[config.mk]
export PLATFORM = sky130hd
export DESIGN_NAME = data_unpack_param
export DESIGN_NICKNAME = d
export VERILOG_FILES = /design/src/rtl/data_unpack_pkg.sv /design/src/rtl/data_unpack_merge.sv /design/src/rtl/data_unpack_param.sv
export SDC_FILE = /design/constraint.sdc
export NUM_CORES = 1
export LEC_CHECK = 0
export BUFFER_PORTS_ARGS = -buffer_cell sky130_fd_sc_hd__buf_2
export CORE_UTILIZATION = 25
export DETAILED_ROUTE_END_ITERATION = 8
export PLACE_DENSITY = 0.45
export SLEW_MARGIN = 20
export SYNTH_ARGS = -nofsm -noshare
export SYNTH_HDL_FRONTEND = slang
export SYNTH_SLANG_ARGS = --single-unit
[constraint.sdc]
create_clock -name clk -period 4.4 [get_ports clk]
set_clock_uncertainty 0.15 [all_clocks]
set_input_delay 0.88 -clock clk [delete_from_list [all_inputs] [get_ports clk]]
set_output_delay 0.88 -clock clk [all_outputs]
set_load 0.03 [all_outputs]
[src/rtl/data_unpack_pkg.sv]
// Shared types and elaboration helpers for the parametrised word-to-value unpacker.
package data_unpack_pkg;

  // Fill counter container; wide enough for any accumulator up to 255 bits.
  localparam int FILL_MAX_W = 8;
  typedef logic [FILL_MAX_W-1:0] fill_t;

  typedef enum logic [1:0] {
    ST_IDLE,
    ST_PKT,
    ST_TAIL
  } pkt_state_t;

  function automatic int clog2_fill(input int in_w, input int out_w);
    int n;
    int r;
    n = in_w + out_w;
    r = 0;
    while ((1 << r) < n) r++;
    return r;
  endfunction

  function automatic bit widths_ok(input int in_w, input int out_w);
    return (out_w >= 1) && (in_w >= out_w) && (clog2_fill(in_w, out_w) <= FILL_MAX_W);
  endfunction

endpackage

[src/rtl/data_unpack_merge.sv]
// Accumulator update: optional right shift by one value, then OR-insert of a
// new word at the current fill offset. Bits at or above the offset are dropped.
module data_unpack_merge
  import data_unpack_pkg::*;
#(
  parameter int IN_W  = 32,
  parameter int OUT_W = 7,
  parameter int BUF_W = IN_W + OUT_W - 1
) (
  input  logic [BUF_W-1:0] acc_in,
  input  logic             shift,
  input  fill_t            offset,
  input  logic [IN_W-1:0]  data,
  input  logic             insert,
  output logic [BUF_W-1:0] acc_out
);

  logic [BUF_W-1:0] shifted;
  logic [BUF_W-1:0] keep_mask;
  logic [BUF_W-1:0] ins;

  // Masking above the offset also discards a dropped residual at packet end.
  always_comb begin
    shifted   = shift ? (acc_in >> OUT_W) : acc_in;
    keep_mask = ~({BUF_W{1'b1}} << offset);
    ins       = insert ? (BUF_W'(data) << offset) : '0;
    acc_out   = (shifted & keep_mask) | ins;
  end

endmodule

[src/rtl/data_unpack_param.sv]
// data_unpack_param: repacks framed IN_W-bit words into a gap-free LSB-first
// stream of OUT_W-bit values, with valid/ready handshakes on both sides.
module data_unpack_param
  import data_unpack_pkg::*;
#(
  parameter int IN_W        = 32,
  parameter int OUT_W       = 7,
  parameter int PAD_PARTIAL = 1
) (
  input  logic             clk,
  input  logic             rst_n,
  output logic             ready_out,
  input  logic             valid_in,
  input  logic [IN_W-1:0]  data_in,
  input  logic             sop_in,
  input  logic             eop_in,
  output logic             valid_out,
  input  logic             ready_in,
  output logic [OUT_W-1:0] data_out,
  output logic             sop_out,
  output logic             eop_out,
  output logic             err_out
);

  localparam int    BUF_W   = IN_W + OUT_W - 1;
  localparam bit    PAD     = (PAD_PARTIAL != 0);
  localparam fill_t OUT_WF  = fill_t'(OUT_W);
  localparam fill_t IN_WF   = fill_t'(IN_W);
  localparam fill_t EOP_THR = PAD ? fill_t'(1) : OUT_WF;

  if (!widths_ok(IN_W, OUT_W)) begin : g_bad_widths
    $error("data_unpack_param: need 1 <= OUT_W <= IN_W and a fill counter that fits");
  end

  logic [BUF_W-1:0] acc;
  logic [BUF_W-1:0] acc_next;
  fill_t            fill;
  fill_t            fill_rem;
  fill_t            fill_after;
  fill_t            fill_next;
  pkt_state_t       state;
  logic             first_pend;
  logic             err_q;
  logic             in_pkt;
  logic             eop_pend;
  logic             in_fire;
  logic             out_fire;
  logic             eop_fire;
  logic             new_pkt;
  logic             cont;
  logic             accept;
  logic             mid_sop;

  assign in_pkt   = (state == ST_PKT);
  assign eop_pend = (state == ST_TAIL);

  // fill_rem is what would remain if the current value fires; using it keeps
  // eop_out independent of ready_in so it holds under backpressure.
  assign fill_rem  = (fill >= OUT_WF) ? (fill - OUT_WF) : '0;
  assign valid_out = (fill >= OUT_WF) || (PAD && eop_pend && (fill != '0));
  assign sop_out   = valid_out && first_pend;
  assign eop_out   = valid_out && eop_pend && (fill_rem < EOP_THR);
  assign err_out   = err_q;

  assign out_fire   = valid_out && ready_in;
  assign eop_fire   = out_fire && eop_out;
  assign fill_after = eop_fire ? '0 : (out_fire ? fill_rem : fill);

  // Combinational path from ready_in: a value leaving this cycle makes room.
  assign ready_out = rst_n && (fill_after < OUT_WF) && !(eop_pend && (fill_after != '0));

  assign in_fire   = valid_in && ready_out;
  assign new_pkt   = in_fire && sop_in && !in_pkt;
  assign cont      = in_fire && in_pkt;
  assign accept    = new_pkt || cont;
  assign mid_sop   = cont && sop_in;
  assign fill_next = accept ? (fill_after + IN_WF) : fill_after;

  always_comb begin
    for (int i = 0; i < OUT_W; i++) begin
      data_out[i] = acc[i] && (fill > fill_t'(i));
    end
  end

  data_unpack_merge #(
    .IN_W  (IN_W),
    .OUT_W (OUT_W),
    .BUF_W (BUF_W)
  ) u_merge (
    .acc_in  (acc),
    .shift   (out_fire),
    .offset  (fill_after),
    .data    (data_in),
    .insert  (accept),
    .acc_out (acc_next)
  );

  always_ff @(posedge clk) begin
    if (!rst_n) begin
      acc        <= '0;
      fill       <= '0;
      state      <= ST_IDLE;
      first_pend <= 1'b0;
      err_q      <= 1'b0;
    end else begin
      acc   <= acc_next;
      fill  <= fill_next;
      err_q <= mid_sop;
      if (out_fire) first_pend <= 1'b0;
      // A new packet may start in the same cycle the previous eop value leaves.
      if (new_pkt) begin
        first_pend <= 1'b1;
        state      <= eop_in ? ST_TAIL : ST_PKT;
      end else if (cont && eop_in) begin
        state <= ST_TAIL;
      end else if (eop_fire) begin
        state <= ST_IDLE;
      end
    end
  end

endmodule

==> metrics.txt <==
status=finished clean; largest net degree at the start of global routing=36; Comb pwr share=71.6%; cell area after synthesis=4530 um2; Clock power frac=12.9%; routed vias=5042; Peak supply drop=256 uV; total net switching power=2.21 mW; multi-input logic area=3300 um2; clock latency on the worst-skew pair=0.30 ns; LEAKAGE=2.15 nW; final hold violations=0; Seq cells post-synth=50; vias in the first global route=4822; Critical Path RT=3.37 ns; Final Max Slew Viols=0; XOR/XNOR share of the synthesized area=0.580%; register area=1000 um2; Tcrit/Tclk final=94.4%; startpoint types=flip-flop; # port buffers=49; Area growth syn-to-layout=17.2%; gpl congestion=0.944; commonest non-fill, non-tap cells in the layout=mux2i_1, nand2_1, nor2_1, dfxtp_1, buf_2; ANT cells=0; CP max stage cell=or3b_2; Overall Global Routing Usage=20.9%; share of post-route cells with drive strength above 1=17.6%; Setup CP Type=reg2out; Internal=1.89 mW; clock slew at reported path FFs=0.07 ns; worst-path maximum fanout=11; Placeable Area=17500 um2; CP bufs+invs=4; # resized after CTS=0; fillers=1916; vias per cell=5.82; # H-tree levels=2; CP top delay family=compound AO/OA/AOI/OAI gates; Synth Area in Adders=1.38%; DRT iter0 DRCs=424; count of different cell masters after synthesis=70; CTS tree=done; CP arrival=3.12 ns; Num CTS Buffers=5; Detail Placement HPWL=14.3 mm; Ys Warns=0; cts hold-fix bufs=0; MaxCap Viol Count=0; nets@finish=684; die height=137 um; min Tclk post-route=4.15 ns; final setup fails=0; # IOs=50; post-synthesis async set-or-reset flop share=0%; Post-synth top flop=dfxtp_1; switching part of the total=54.0%; clk sinks=50; CP cell instances=inv_1 > ha_1 > or3b_2 > a211oi_1 > inv_1 > a211oi_1 > o21a_1 > or4_4 > inv_1 > buf_2; initial antenna violation count=0; Detail Route Antenna Nets=0; CP peak stage delay=0.48 ns; total die area=18700 um2; clk buf depth=2; power per standard cell area=772 nW/um2; main combinational cell family by area after synthesis=compound AO/OA/AOI/OAI gates; routed len/inst=21.7 um; complex-gate fraction of the synthesized area=29.8%; Tightest Pin Transition=0.914 ns; first-pass GRT wire length=29.0 mm; most used cell, CP=inv_1; drt drc=0; EDFF count, synth=0; worst slack at placement=0.338 ns; DIE WIDTH=137 um; Seq/Total Area, Yosys=22.1%; Initial Utilization=25.9%; Setup TNS=0 ns; WL final=18.9 mm; FMAX=0.241 GHz; mean area per synthesized cell=7.57 um2; commonest non-fill, non-tap cell in the layout=mux2i_1; mux cell area share after synthesis=19.5%; Mapped Nets=642; Worst slew margin=39.0%; Synth Instances=599; sequential fraction of design power=15.5%; RSZ-0062 raised after global routing=no; final setup margin=0.247 ns; FP Rows=48; DR pass1 iterations=5; gr ovfl total=0; Post-Synth Simple-Gate Area=21.2%; CP Capture Type=output port; HP Class=reg2reg; Setup Fix Bufs, Post-CTS=0; Clock Tree Root=clkbuf_16
[final timing paths]
path / cells past startpoint / end / slack (ns) / start
worst max-delay path: 10 / ready_out / 0.25 / fill[0]
worst min-delay path: 2 / first_pend / 0.31 / first_pend
worst max register to register: 9 / acc[16] / 0.41 / fill[0]
worst min register to register: 2 / first_pend / 0.31 / first_pend
[Yosys cell counts, drive strengths merged, types with 3 or more instances]
cell type  count  area share [%]
buf           17             2.1
a211o          4            0.77
nor3          15             1.8
nor4           3            0.88
mux2          10             2.5
mux2i         77              17
a21oi         43             4.8
o211a          4            0.88
inv           15             1.2
a31oi         17             2.3
nand2         75             6.2
clkbuf        26             2.2
and3           8             1.1
o211ai         5            0.83
o32ai          4            0.77
a21boi         6            0.99
o22ai         12             1.7
nand2b         7            0.97
o21a           6            0.99
nand3         18             2.0
o311ai         4             1.2
or3            6            0.83
o2111ai        3            0.58
a221o          3            0.66
nor2          51             4.2
and2           4            0.55
o21ai         35             3.9
nor2b          4            0.55
dfxtp         50              22
a32oi          3            0.58
ha             5             1.4
a221oi         6             1.3
a21o           4            0.83
o31ai          4            0.88
a22oi          5            0.83
or4            4            0.99
a211oi         8             1.3
[worst min-delay path, stage by stage, from the launching register on]
cell and delay [ns]:
dfxtp_1 0.31, nand2_1 0.05, a21oi_1 0.05
[routing by layer]
layer	global-route usage (%)	vias to the layer above	share of wire, %
li1	-	2343	-
met1	27.9	2419	44
met2	33.5	234	45
met3	2.59	46	6.7
met4	9.38	0	3.6
met5	0	-	0
[area by class of cell]
| class | count | area share (%) |
|---|---|---|
| multi-input combinational | 491 | 62.1 |
| sequential | 50 | 18.8 |
| timing repair buffer | 78 | 8.95 |
| tap | 225 | 5.30 |
| clock buffer | 6 | 2.61 |
| clock inverter | 2 | 1.13 |
| inverter | 15 | 1.06 |
[power by group through the flow]
stage	logic [mW]	registers [mW]	clock network, mW
finish	2.94	0.634	0.530
global route	3.13	0.645	0.552
CTS	2.88	0.632	0.537
detailed placement	2.87	0.642	0
global placement	2.89	0.641	0
floorplan	1.92	0.590	0
[kinds of logic after synthesis]
family	count (synthesis)
simple gates	202
xor+xnor	3
mux	87
fa+ha+maj	5
flops	50
buf+inv	58
compound gates	194
[through the flow]
| step | cell area (um2) | instances | hold WS (ns) | power (mW) | utilization [%] |
|---|---|---|---|---|---|
| floorplan | 4530 | 599 | 0.282 | 2.51 | - |
| global route | 5310 | 867 | 0.337 | 4.33 | 30.4 |
| finish | 5310 | 867 | 0.307 | 4.10 | 30.4 |
| CTS | 5310 | 867 | 0.309 | 4.05 | 30.4 |
| global placement | 5110 | 859 | 0.294 | 3.53 | 29.3 |
| detailed placement | 5110 | 859 | 0.297 | 3.51 | 29.3 |
[registers in the layout (all words and copies together) (netlist names)]
| name | flops |
|---|---|
| err_out | 1 |
| first_pend | 1 |
| fill | 8 |
| acc | 38 |
| state | 2 |
Note: power is estimated with default switching activity, not from simulation.
